`config.mk`:
```
export PLATFORM = sky130hd
export DESIGN_NAME = bist_misr_analyzer_flat
export DESIGN_NICKNAME = d
export VERILOG_FILES = /design/src/rtl/bist_pkg.sv /design/src/rtl/bist_misr_analyzer_if.sv /design/src/rtl/bist_misr_core.sv /design/src/rtl/bist_misr_analyzer.sv /design/src/flat_wrapper.sv
export SDC_FILE = /design/constraint.sdc
export NUM_CORES = 1
export LEC_CHECK = 0
export ABC_AREA = 0
export BUFFER_PORTS_ARGS = -buffer_cell sky130_fd_sc_hd__clkbuf_2
export CAP_MARGIN = 25
export CORE_UTILIZATION = 35
export CTS_CLUSTER_DIAMETER = 120
export DETAILED_ROUTE_END_ITERATION = 10
export PLACE_DENSITY = 0.67
export RECOVER_POWER = 100
export SYNTH_ARGS = -nofsm -noshare
export SYNTH_HDL_FRONTEND = slang
export SYNTH_HIERARCHICAL = 1
export SYNTH_SLANG_ARGS = --single-unit
```
`constraint.sdc`:
```
create_clock -name clk -period 1.57 [get_ports clk]
set_input_delay 0.2355 -clock clk [delete_from_list [all_inputs] [get_ports clk]]
set_output_delay 0.2355 -clock clk [all_outputs]
set_load 0.05 [all_outputs]
```
`src/rtl/bist_pkg.sv`:
```
// Shared encodings and default constants for the BIST response-analysis blocks.
package bist_pkg;

    typedef enum logic [1:0] {
        MODE_NONE = 2'b00,
        MODE_RING = 2'b01,
        MODE_JOHN = 2'b10,
        MODE_LFSR = 2'b11
    } mode_t;

    typedef enum logic [1:0] {
        ST_IDLE = 2'b00,
        ST_RUN  = 2'b01,
        ST_DONE = 2'b10
    } state_t;

    // x^16 + x^12 + x^5 + 1, Galois form
    localparam logic [15:0] DEFAULT_POLY = 16'h1021;
    localparam logic [15:0] DEFAULT_SEED = 16'h0000;

    function automatic logic mode_active(input logic [1:0] m);
        return m != MODE_NONE;
    endfunction

endpackage

```
`src/rtl/bist_misr_analyzer_if.sv`:
```
// Bus between the BIST datapath/controller side (master) and the MISR analyzer (slave).
interface bist_misr_analyzer_if #(
    parameter int WINDOW = 16
) ();
    localparam int CW = $clog2(WINDOW + 1);

    // pattern_valid has no ready: the analyzer consumes pattern_in on every clock where
    // pattern_valid is high while busy; outside a run the sample is dropped.
    logic                  start;
    logic [1:0]            mode;
    logic                  pattern_valid;
    logic [15:0]           pattern_in;
    logic                  busy;
    logic                  done;
    logic                  pass;
    logic [15:0]           signature;
    logic [CW-1:0]         sample_cnt;
    bist_pkg::state_t      state;
    logic [1:0]            mode_q;

    modport master (
        output start, mode, pattern_valid, pattern_in,
        input  busy, done, pass, signature, sample_cnt, state, mode_q
    );

    modport slave (
        input  start, mode, pattern_valid, pattern_in,
        output busy, done, pass, signature, sample_cnt, state, mode_q
    );

endinterface

```
`src/rtl/bist_misr_core.sv`:
```
// 16-bit Galois multiple-input signature register; pure datapath with seed load and enable.
module bist_misr_core #(
    parameter logic [15:0] SEED = 16'h0000,
    parameter logic [15:0] POLY = 16'h1021
) (
    input  logic        clk,
    input  logic        rst,
    input  logic        clear,
    input  logic        enable,
    input  logic [15:0] data_in,
    output logic [15:0] signature,
    output logic [15:0] sig_next
);

    logic [15:0] sig_q;

    always_comb begin
        sig_next = {sig_q[14:0], 1'b0} ^ (sig_q[15] ? POLY : 16'h0000) ^ data_in;
    end

    // clear wins over enable so a new run always starts from SEED
    always_ff @(posedge clk or negedge rst) begin
        if (!rst) begin
            sig_q <= SEED;
        end else if (clear) begin
            sig_q <= SEED;
        end else if (enable) begin
            sig_q <= sig_next;
        end
    end

    assign signature = sig_q;

endmodule

```
`src/rtl/bist_misr_analyzer.sv`:
```
// MISR response analyzer: run FSM, sample counter, golden mux and compare.
// Optional BIST_MISR_AUTORUN_EN: back-to-back runs with a sticky-low pass flag.
module bist_misr_analyzer
    import bist_pkg::*;
#(
    parameter int          WINDOW      = 16,
    parameter logic [15:0] SEED        = DEFAULT_SEED,
    parameter logic [15:0] POLY        = DEFAULT_POLY,
    parameter logic [15:0] GOLDEN_RING = 16'h0000,
    parameter logic [15:0] GOLDEN_JOHN = 16'h0000,
    parameter logic [15:0] GOLDEN_LFSR = 16'h0000
) (
    input  logic                 clk,
    input  logic                 rst,
    bist_misr_analyzer_if.slave  bus
);

    localparam int CW = $clog2(WINDOW + 1);
    localparam logic [CW-1:0] LAST_IDX = CW'(WINDOW - 1);

    state_t        state_q;
    logic [CW-1:0] cnt_q;
    logic [1:0]    mode_q;
    logic          pass_q;
`ifdef BIST_MISR_AUTORUN_EN
    logic          fail_q;
`endif

    logic          start_ok;
    logic          load_seed;
    logic          take;
    logic          last;
    logic          match;
    logic [15:0]   golden;
    logic [15:0]   sig;
    logic [15:0]   sig_next;

    assign start_ok = bus.start && mode_active(bus.mode);
    assign take     = (state_q == ST_RUN) && bus.pattern_valid;
    assign last     = take && (cnt_q == LAST_IDX);
    assign match    = (sig_next == golden);

    always_comb begin
        golden = 16'h0000;
        case (mode_q)
            MODE_RING: golden = GOLDEN_RING;
            MODE_JOHN: golden = GOLDEN_JOHN;
            MODE_LFSR: golden = GOLDEN_LFSR;
            default:   golden = 16'h0000;
        endcase
    end

    always_comb begin
        load_seed = 1'b0;
        if (state_q != ST_RUN && start_ok) begin
            load_seed = 1'b1;
        end
`ifdef BIST_MISR_AUTORUN_EN
        if (state_q == ST_DONE) begin
            load_seed = 1'b1;
        end
`endif
    end

    bist_misr_core #(
        .SEED (SEED),
        .POLY (POLY)
    ) u_core (
        .clk       (clk),
        .rst       (rst),
        .clear     (load_seed),
        .enable    (take),
        .data_in   (bus.pattern_in),
        .signature (sig),
        .sig_next  (sig_next)
    );

    always_ff @(posedge clk or negedge rst) begin
        if (!rst) begin
            state_q <= ST_IDLE;
            cnt_q   <= '0;
            mode_q  <= MODE_NONE;
            pass_q  <= 1'b0;
`ifdef BIST_MISR_AUTORUN_EN
            fail_q  <= 1'b0;
`endif
        end else begin
            case (state_q)
                ST_IDLE: begin
                    if (start_ok) begin
                        state_q <= ST_RUN;
                        cnt_q   <= '0;
                        mode_q  <= bus.mode;
                        pass_q  <= 1'b0;
`ifdef BIST_MISR_AUTORUN_EN
                        fail_q  <= 1'b0;
`endif
                    end
                end
                ST_RUN: begin
                    if (take) begin
                        cnt_q <= cnt_q + CW'(1);
                    end
                    // pass is decided on the signature the last sample produces
                    if (last) begin
                        state_q <= ST_DONE;
`ifdef BIST_MISR_AUTORUN_EN
                        pass_q  <= match && !fail_q;
                        fail_q  <= fail_q || !match;
`else
                        pass_q  <= match;
`endif
                    end
                end
                ST_DONE: begin
                    if (start_ok) begin
                        state_q <= ST_RUN;
                        cnt_q   <= '0;
                        mode_q  <= bus.mode;
                        pass_q  <= 1'b0;
`ifdef BIST_MISR_AUTORUN_EN
                        fail_q  <= 1'b0;
`endif
                    end
`ifdef BIST_MISR_AUTORUN_EN
                    else begin
                        state_q <= ST_RUN;
                        cnt_q   <= '0;
                        pass_q  <= 1'b0;
                    end
`endif
                end
                default: begin
                    state_q <= ST_IDLE;
                end
            endcase
        end
    end

    assign bus.busy       = (state_q == ST_RUN);
    assign bus.done       = (state_q == ST_DONE);
    assign bus.pass       = pass_q;
    assign bus.signature  = sig;
    assign bus.sample_cnt = cnt_q;
    assign bus.state      = state_q;
    assign bus.mode_q     = mode_q;

endmodule
```
`src/flat_wrapper.sv`:
```
// flat-port wrapper written by rule: the top's interface ports become plain ports
module bist_misr_analyzer_flat import bist_pkg::*;
#(
    parameter int          WINDOW      = 16,
    parameter logic [15:0] SEED        = DEFAULT_SEED,
    parameter logic [15:0] POLY        = DEFAULT_POLY,
    parameter logic [15:0] GOLDEN_RING = 16'h0000,
    parameter logic [15:0] GOLDEN_JOHN = 16'h0000,
    parameter logic [15:0] GOLDEN_LFSR = 16'h0000
)
  (clk, rst, bus_start, bus_mode, bus_pattern_valid, bus_pattern_in, bus_busy, bus_done, bus_pass, bus_signature, bus_sample_cnt, bus_state, bus_mode_q);
  bist_misr_analyzer_if #(.WINDOW(WINDOW)) bus_i ();
  input  logic clk;
  input  logic rst;
  input wire logic [$bits(bus_i.start)-1:0] bus_start;
  input wire logic [$bits(bus_i.mode)-1:0] bus_mode;
  input wire logic [$bits(bus_i.pattern_valid)-1:0] bus_pattern_valid;
  input wire logic [$bits(bus_i.pattern_in)-1:0] bus_pattern_in;
  output wire logic [$bits(bus_i.busy)-1:0] bus_busy;
  output wire logic [$bits(bus_i.done)-1:0] bus_done;
  output wire logic [$bits(bus_i.pass)-1:0] bus_pass;
  output wire logic [$bits(bus_i.signature)-1:0] bus_signature;
  output wire logic [$bits(bus_i.sample_cnt)-1:0] bus_sample_cnt;
  output wire logic [$bits(bus_i.state)-1:0] bus_state;
  output wire logic [$bits(bus_i.mode_q)-1:0] bus_mode_q;
  assign bus_i.start = bus_start;
  assign bus_i.mode = bus_mode;
  assign bus_i.pattern_valid = bus_pattern_valid;
  assign bus_i.pattern_in = bus_pattern_in;
  assign bus_busy = bus_i.busy;
  assign bus_done = bus_i.done;
  assign bus_pass = bus_i.pass;
  assign bus_signature = bus_i.signature;
  assign bus_sample_cnt = bus_i.sample_cnt;
  assign bus_state = bus_i.state;
  assign bus_mode_q = bus_i.mode_q;
  bist_misr_analyzer #(.WINDOW(WINDOW), .SEED(SEED), .POLY(POLY), .GOLDEN_RING(GOLDEN_RING), .GOLDEN_JOHN(GOLDEN_JOHN), .GOLDEN_LFSR(GOLDEN_LFSR)) u_core (.clk(clk), .rst(rst), .bus(bus_i));
endmodule
```
[Word-level counts from Yosys, hierarchy flattened]
Cells that the tools add are included.
Word-level totals
  register bits after elaboration: 26
  bits in latches: 0
  memory bits (writable): 0
  bits in read-only memories: 0
  input bits: 22
  output and inout port bits: 28
  memories: 0
Operators by class
  $add $sub $neg: 1
  multiply operators: 0
  divide/modulo/power cells: 0
  $lt $le $gt $ge: 0
  equal/unequal tests: 7
  shift operators: 0
  mux-type cells: 13
  bitwise operators: 2
  reductions and logical operators: 14
Operators with widths (number)
  two-way mux 16 bit: 2
  bitwise XOR 16 bit: 2
  zero test 16 bit: 1
  two-way mux 13 bit: 1
  two-way mux 5 bit: 2
  case mux 5 bit (2 select lines): 1
  inequality test 2 x 1 -> 1 bit, second input constant: 4
  AND reduction 3 bit: 2
  nonzero test 2 bit: 3
  adder 5 x 1 -> 5 bit, second input constant: 1
  equality test 5 x 4 -> 1 bit, second input constant: 1
  logical AND 1 bit: 4
  two-way mux 2 bit: 2
  case mux 2 bit (2 select lines): 1
  AND reduction 2 bit: 2
  two-way mux 1 bit: 3
  equality test 2 x 1 -> 1 bit, second input constant: 1
  equality test 2 bit, second input constant: 1
  zero test 2 bit: 1
  case mux 1 bit (2 select lines): 1
  OR reduction 2 bit: 1

[Depth between registers and ports, before layout]
Gate-level depths: netlist of the first run.
  depth after elaboration: 6
  mapped depth: 7
  gate-level depth less buffers: 6

[Modules after synthesis]
The synthesis of the first run kept the hierarchy.
By module, submodules not included
  bist_misr_core: times used 1, cells an instance 68, area each 819.5 um^2, seq. area each 400.4 um^2
  bist_misr_analyzer: times used 1, cells an instance 49, area each 526.8 um^2, seq. area each 250.2 um^2

[Worst setup path after synthesis of the first run]
Ideal clock, no wire load.
  kind: register to register
  from: reg u_core.state_q[0] (netlist: u_core/bus.state[0])
  to: reg u_core.u_core.sig_q[4] (netlist: u_core/u_core/signature[4])
  library setup time: 0.073 ns
  arrival time: 2.209 ns
  slack: -0.712 ns
  cell stages (with the launch flop): 7
  path buffers: 3
  cells stage by stage: dfrtp_1 -> buf_6 -> nor2b_1 -> nor2_1 -> buf_1 -> clkbuf_1 -> nor2_1
RTL lines
  start, declared: RTL line bist_misr_analyzer.sv:21  | state_t state_q;
  start signal, assigned: RTL line bist_misr_analyzer.sv:80  | state_q <= ST_IDLE;
  start signal, assigned: RTL line bist_misr_analyzer.sv:91  | state_q <= ST_RUN;
  start signal, assigned: RTL line bist_misr_analyzer.sv:106  | state_q <= ST_DONE;
  equality test 2 x 1 -> 1 bit
  via bus_busy: RTL line flat_wrapper.sv:19  | output wire logic [$bits(bus_i.busy)-1:0] bus_busy;
  logical AND 1 bit: RTL line bist_misr_analyzer.sv:39  | assign take = (state_q == ST_RUN) && bus.pattern_valid;
  nonzero test 2 bit (no line)
  end signal, assigned: RTL line bist_misr_core.sv:28  | sig_q <= sig_next;
  end, declared: RTL line bist_misr_core.sv:15  | logic [15:0] sig_q;
The timed path passes the listed nets, and every way through them passes these cells.
A chain may end at the register's enable or synchronous reset.

[Worst setup path in the final report of the first run]
  from: reg u_core.cnt_q[0] (netlist: u_core/bus.sample_cnt[0])
  to: reg u_core.pass_q (netlist: u_core/bus.pass)
On the way
  longest elaborated chain between the ends: 4
Ends and longest elaborated chain
  start, declared: RTL line bist_misr_analyzer.sv:22  | logic [CW-1:0] cnt_q;
  start signal, assigned: RTL line bist_misr_analyzer.sv:102  | cnt_q <= cnt_q + CW'(1);
  equality test 5 x 4 -> 1 bit: RTL line bist_misr_analyzer.sv:40  | assign last = take && (cnt_q == LAST_IDX);
  logical AND 1 bit: RTL line bist_misr_analyzer.sv:40
  inequality test 2 x 1 -> 1 bit (no line)
  AND reduction 3 bit (no line)
  end signal, assigned: RTL line bist_misr_analyzer.sv:111  | pass_q <= match;
  end, declared: RTL line bist_misr_analyzer.sv:24  | logic pass_q;
Every way passes these cells.

==> results_dict.tcl, run 1 <==
set metrics [dict create \
    diodes 0 \
    cp.buffers_inverters 0 \
    ios 50 \
    required_ps 1740 \
    ys_warn_count 6 \
    insertion_delay_of_the_later_clocked_pin_in_the_worst_skew_pair_ps 260 \
    power.share.sequential_pct 31.0 \
    powerDensity_mw_per_mm2 2390 \
    synthCells 117 \
    hold_violations 0 \
    cell_count_after_placement 212 \
    criticalPathCategory "reg -> reg" \
    clock_root_buffer_master "clkbuf_8" \
    filler_cell_count 374 \
    first_pass_grt_wire_length_mm 4.93 \
    crit_top_cell "ha_1" \
    netlist_area_mm2 0.00135 \
    tritoncts "built" \
    path_clk_slew_ps 80 \
    dominantRegCellSynth "dfrtp_1" \
    worst_path_dominant_cell_family "flip-flops" \
    maxClockFrequency_ghz 0.653 \
    post_drt_wl_per_cell_um 13.5 \
    netSwitchingFraction_pct 54.3 \
    hpwlAfterDp_mm 2.28 \
    drt_iter0_markers 12 \
    intPower_w 0.00189 \
    utilization_pct 46.9 \
    worstSetupEndpointType "flop" \
    critical_path.max_stage_delay_ps 440 \
    htree_levels 1 \
    ys_ff_latch 26 \
    initial_core_util_pct 36.5 \
    num-nets-final 198 \
    area_growth_syn_to_layout_pct 28.5 \
    timing.final.crit_share_pct 97.5 \
    finalMaxSlewViolations 0 \
    largest_net_degree_at_the_start_of_global_routing 27 \
    comb_power_share_pct 58.7 \
    synth_enable_flop_cells 0 \
    critical_path_s_slowest_cell "dfrtp_2" \
    cts_made_buffers 3 \
    finalWorstPathRequiredPeriod_ps 1530 \
    timing.max_cap.violations 0 \
    power.static_leakage_nw 0.829 \
    place_congestion 0.745 \
    main_combinational_cell_family_by_area_after_synthesis "simple AND/OR/NAND/NOR gates" \
    grt_antenna_before_repair 0 \
    rows 22 \
    asr_flop_ratio_synth_pct 100 \
    tightest_slew_ps 626 \
    first_global_vias 1058 \
    slew_headroom_pct 58.2 \
    share_of_cells_above_drive_strength_1_pct 30.1 \
    design.core.area_mm2 0.00369 \
    totalWireLength_mm 2.98 \
    die_ar_mm2 0.00410 \
    antenna_left 0 \
    worst_hold_path_type "in -> reg" \
    post_synth.cell_area_avg_um2 11.5 \
    critical_path.cell_chain "ha_1 -> and3_1 -> ha_1 -> nand4b_1 -> o211ai_1 -> o31ai_1" \
    synth_mux_area_share_pct 13.6 \
    cts.sink_count 26 \
    synth-adder-area-share_pct 1.86 \
    synth.lib_cells_used.distinct 33 \
    ys_seq_area_share_pct 48.3 \
    crit_path_start_kind "flop" \
    fp.dieW_um 64.0 \
    clock_power_share_pct 10.3 \
    maximum_vdd_drop_mv 1.01 \
    die_h_um 64.0 \
    layout.cells.non_filler 221 \
    yosys.area.top_type "dfrtp_1" \
    run_status "complete, no violations" \
    ctsLongestPathBuffers 2 \
    synthTopCellsByArea "dfrtp_1 (48%), mux2i_1 (12%), xor2_1 (9.8%)" \
    yosys.area_share.simple_pct 14.3 \
    global_route.overflow_total 0 \
    buffer_ports.inserted 49 \
    detail_route.first_pass.iterations 4 \
    gr-usage-all-layers_pct 15.4 \
    yosys.area_share.xor_xnor_pct 13.7 \
    yosys.area.top_type_share_pct 48.3 \
    synth_fp_nets 141 \
    viasPerCell 4.79 \
    cp_arrival_ps 1700 \
    timing.clock.skew_ps 2.95 \
    finalSetupViolations 0 \
    crit_path_max_fanout 5 \
    remaining_drc_errors 0 \
    power.net_switching_w 0.00225 \
    synthesized_area_fraction_occupied_by_ao_oa_aoi_and_oai_cells_pct 5.11 \
    route.vias.total 1058 \
    fin_setup_tns_ps 0 \
]
[cells in the final DEF (no fill, tap or decap), types with 2 or more instances in the layout]
master    count
clkbuf_2     26
clkbuf_1     23
dfrtp_1      19
nor2_1       18
mux2i_1      16
xor2_1       15
dfrtp_2       7
buf_4         6
clkbuf_8      4
nand2_1       4
inv_1         2
o211ai_1      2
nand4b_1      2
nand3_1       2
mux2_1        2
nor4_1        2
ha_1          2
[metal layers]
layer	up-vias	GRT usage [%]	part of all wire, %
met5	-	0	0
met4	0	6.25	0.70
met3	2	2.50	2.6
met2	20	25.9	53
met1	518	19.4	44
li1	518	-	-
[cell type report]
type / count / area, um^2 / share of cell area, %
Tap cell: 48 / 60.1 / 3.47
Clock buffer: 4 / 55.1 / 3.18
Inverter: 2 / 7.51 / 0.434
Sequential cell: 26 / 659 / 38.1
Timing Repair Buffer: 57 / 279 / 16.1
Multi-Input combinational cell: 84 / 669 / 38.7
[repair_timing]
| item | 4_1_cts | 5_1_grt |
|---|---|---|
| pin swaps | 2 | 2 |
| setup endpoints to repair | 1 | 2 |
| endpoints found under the hold margin | 14 | 0 |
| setup buffers | 1 | 3 |
| hold buffers | 1 | 0 |
| resized for setup | 1 | 0 |
[stage by stage]
stage	area, um^2	hold slack [ps]	worst slack [ps]	power, W
final	1730	217	39.2	0.00414
after global routing	1730	227	-22.6	0.00438
after CTS	1740	218	32.5	0.00419
after detailed placement	1660	293	4.67	0.00373
after global placement	1660	285	112	0.00366
after floorplan	1380	-60.1	7.26	0.00317
[state kept, by name, indices dropped and copies added, names as in the netlist]
signal,cells
u_core/bus.sample_cnt,5
u_core/u_core/signature,16
u_core/bus.mode_q,2
u_core/bus.state,2
u_core/bus.pass,1
[final timing paths]
check,from,end,slack [ps],depth (start not counted)
min in group asynchronous,rst,u_core/u_core/signature[3],510,2
max in group asynchronous,rst,u_core/bus.sample_cnt[1],610,2
hold reg to reg,u_core/bus.mode_q[0],u_core/bus.mode_q[0],490,1
setup / recovery,u_core/bus.sample_cnt[0],u_core/bus.pass,40,6
hold / removal,bus_mode[0],u_core/bus.mode_q[0],220,2
setup reg to reg,u_core/bus.sample_cnt[0],u_core/bus.pass,40,6
[logic make-up (layout without fill, tap and decap cells)]
| kind of cell | after synthesis | count (layout) |
|---|---|---|
| AND/OR/NAND/NOR | 37 | 37 |
| flip-flops | 26 | 26 |
| multiplexers | 18 | 18 |
| XOR/XNOR | 17 | 17 |
| AO/OA/AOI/OAI | 10 | 10 |
| buffers and inverters | 7 | 63 |
| adder cells (fa/ha/maj) | 2 | 2 |
[cells in the mapped netlist (2+ instances only)]
| library cell | n |
|---|---|
| buf_6 | 2 |
| dfrtp_1 | 26 |
| ha_1 | 2 |
| inv_1 | 2 |
| mux2_1 | 2 |
| mux2i_1 | 16 |
| nand2_1 | 4 |
| nand3_1 | 2 |
| nand4b_1 | 2 |
| nor2_1 | 18 |
| nor2b_1 | 2 |
| nor4_1 | 3 |
| o211ai_1 | 2 |
| xor2_1 | 15 |
[power groups by stage]
stage / Combinational, W / Clock [W] / Sequential (W)
6_report: 0.00243 / 0.000424 / 0.00128
5_1_grt: 0.00259 / 0.000460 / 0.00134
4_1_cts: 0.00247 / 0.000434 / 0.00129
3_5_place_dp: 0.00241 / 0 / 0.00132
3_3_place_gp: 0.00237 / 0 / 0.00129
2_1_floorplan: 0.000873 / 0 / 0.00229
Note: power is estimated with default switching activity, not from simulation.
==> run 2: changes to the inputs <==
--- a/config.mk
+++ b/config.mk
@@ -13,6 +13,7 @@
 export DETAILED_ROUTE_END_ITERATION = 10
 export PLACE_DENSITY = 0.67
 export RECOVER_POWER = 100
+export SKIP_CTS_REPAIR_TIMING = 1
 export SYNTH_ARGS = -nofsm -noshare
 export SYNTH_HDL_FRONTEND = slang
 export SYNTH_HIERARCHICAL = 1
==> constraint.sdc (replaced) <==
create_clock -name clk -period 1.3 [get_ports clk]
set_input_delay 0.195 -clock clk [delete_from_list [all_inputs] [get_ports clk]]
set_output_delay 0.195 -clock clk [all_outputs]
set_load 0.05 [all_outputs]
==> run 2 against run 1 <==
Net effect:
- fmax increased by 7.8%
- the run now ends with negative setup slack left
- first-iteration DRC count increased by 58%
- critical path type unchanged
- final cell count increased by 6.8%
==> results_dict.tcl, run 2 (synthesis gave the netlist of run 1 again) <==
set metrics [dict create \
    run_status "finished, violations left" \
    failed_checks "negative setup slack" \
    power.net_switching_w 0.00284 \
    die_h_um 64.0 \
    totalWireLength_mm 3.29 \
    global_route.overflow_total 0 \
    timing.clock.skew_ps 3.01 \
    globalRoute.busiestLayer "met2" \
    grt_antenna_before_repair 0 \
    comb_power_share_pct 63.1 \
    required_ps 1480 \
    design.core.area_mm2 0.00369 \
    fin_total_pwr_w 0.00557 \
    slew_headroom_pct 56.0 \
    power.share.sequential_pct 27.4 \
    crit_path_start_kind "flop" \
    tritoncts "built" \
    grtUsageMet1_pct 20.3 \
    finalWorstPathRequiredPeriod_ps 1420 \
    crit_path_max_fanout 4 \
    finalSetupViolations 5 \
    antenna_left 0 \
    route.vias.total 1133 \
    cp.buffers_inverters 0 \
    critical_path.cell_chain "xor3_4 -> nor3_2 -> nand3_1 -> o31ai_1" \
    hpwlAfterDp_mm 2.41 \
    num-nets-final 213 \
    place_congestion 0.795 \
    worst_path_dominant_cell_family "flip-flops" \
    origin_of_the_worst_min_delay_path "bus_mode[0]" \
    powerDensity_mw_per_mm2 2760 \
    clock_root_buffer_master "clkbuf_8" \
    clock_power_share_pct 9.5 \
    htree_levels 1 \
    timing.final.crit_share_pct 109 \
    drt_iter0_markers 19 \
    remaining_drc_errors 0 \
    grt_setup_unrepaired "true" \
    viasPerCell 4.80 \
    worst-r2r-setup-slack_ps -120 \
    gr-usage-all-layers_pct 16.0 \
    fin_setup_tns_ps -341 \
    insertion_delay_of_the_later_clocked_pin_in_the_worst_skew_pair_ps 270 \
    initial_core_util_pct 36.5 \
    first_global_vias 1097 \
    rows 22 \
    share_of_cells_above_drive_strength_1_pct 52.7 \
    holdWs_ps 195 \
    path_clk_slew_ps 90 \
    buffer_ports.inserted 49 \
    maximum_vdd_drop_mv 1.90 \
    detail_route.first_pass.iterations 4 \
    critical_path.reg2reg.endpoint "u_core/bus.pass" \
    fp.dieW_um 64.0 \
    holdPathEnd "u_core/bus.mode_q[0]" \
    setup_ws_ps -120 \
    cts.sink_count 26 \
    tightest_slew_ps 660 \
    critical_path.max_stage_delay_ps 460 \
    power.static_leakage_nw 0.994 \
    mostFrequentLayoutCell "clkbuf_2" \
    worstSetupEndpointType "flop" \
    maxClockFrequency_ghz 0.704 \
    r2r_cells 4 \
    worst_hold_path_type "in -> reg" \
    grt_use_met3_pct 2.68 \
    globalRouteMet2Util_pct 27.8 \
    cts_made_buffers 3 \
    post_drt_wl_per_cell_um 13.9 \
    intPower_w 0.00273 \
    area_growth_syn_to_layout_pct 49.6 \
    ios 50 \
    hold_violations 0 \
    first_pass_grt_wire_length_mm 5.09 \
    finalMaxSlewViolations 0 \
    largest_net_degree_at_the_start_of_global_routing 27 \
    die_ar_mm2 0.00410 \
    diodes 0 \
    largest_register_ff_count 16 \
    worst_hold_path.num_cells 2 \
    critical_path_s_slowest_cell "dfrtp_2" \
    criticalPathCategory "reg -> reg" \
    netSwitchingFraction_pct 51.0 \
    cp_arrival_ps 1600 \
    ctsLongestPathBuffers 2 \
    highest_count_cells_in_the_layout_ignoring_fill_and_taps "clkbuf_2 (45), nor2_1 (18), dfrtp_1 (18), mux2i_1 (16)" \
    timing.max_cap.violations 0 \
    crit-reg2reg-launch "u_core/u_core/signature[15]" \
]
run 2: cell types whose count changed in the layout (fill, tap and decap cells not counted), sizes merged:
cell | before | now
buf | 6 | 24
clkbuf | 54 | 51
run 2: worst max-delay path by stage:
stage / cells past startpoint / startpoint / slack (ps) / to
after floorplan: 6 / u_core/bus.state[0] / -250 / u_core/u_core/signature[4]
after global placement: 4 / u_core/u_core/signature[15] / -100 / u_core/bus.pass
after detailed placement: 4 / u_core/u_core/signature[15] / -120 / u_core/bus.pass
after CTS: 2 / u_core/bus.state[0] / -180 / bus_busy
after global routing: 5 / u_core/bus.sample_cnt[0] / -160 / u_core/bus.pass
final: 4 / u_core/u_core/signature[15] / -120 / u_core/bus.pass
run 2: final cells by class:
| type | count | area [um^2] |
|---|---|---|
| tap | 48 | 60.1 |
| fill | 331 | 1670 |
| timing repair buffer | 72 | 502 |
| sequential | 26 | 661 |
| clock buffer | 4 | 55.1 |
| multi-input combinational | 84 | 724 |
| inverter | 2 | 12.5 |
run 2: worst register-to-register path, cell delays in order (launching register included):
cell     delay (ps)
dfrtp_2         460
xor3_4          460
nor3_2          120
nand3_1         100
o31ai_1         200
run 2: power groups by stage:
stage / sequential, W / combinational, W / clock [W]
after floorplan: 0.00279 / 0.00112 / 0
after global placement: 0.00154 / 0.00318 / 0
after detailed placement: 0.00156 / 0.00325 / 0
after CTS: 0.00155 / 0.00325 / 0.000539
after global routing: 0.00158 / 0.00372 / 0.000569
final: 0.00153 / 0.00351 / 0.000530
run 2: stage by stage:
step	setup WS [ps]	util [%]	cell area [um^2]	instances
after floorplan	-245	-	1420	117
after global placement	-98.2	48.7	1800	224
after detailed placement	-125	48.7	1800	224
after CTS	-178	50.2	1850	228
after global routing	-164	54.6	2010	236
final	-120	54.6	2010	236
run 2: per-layer routing:
layer	up-vias	routed length, um
li1	548	-
met3	2	118
met2	24	1760
met5	-	0
met4	0	20
met1	559	1390
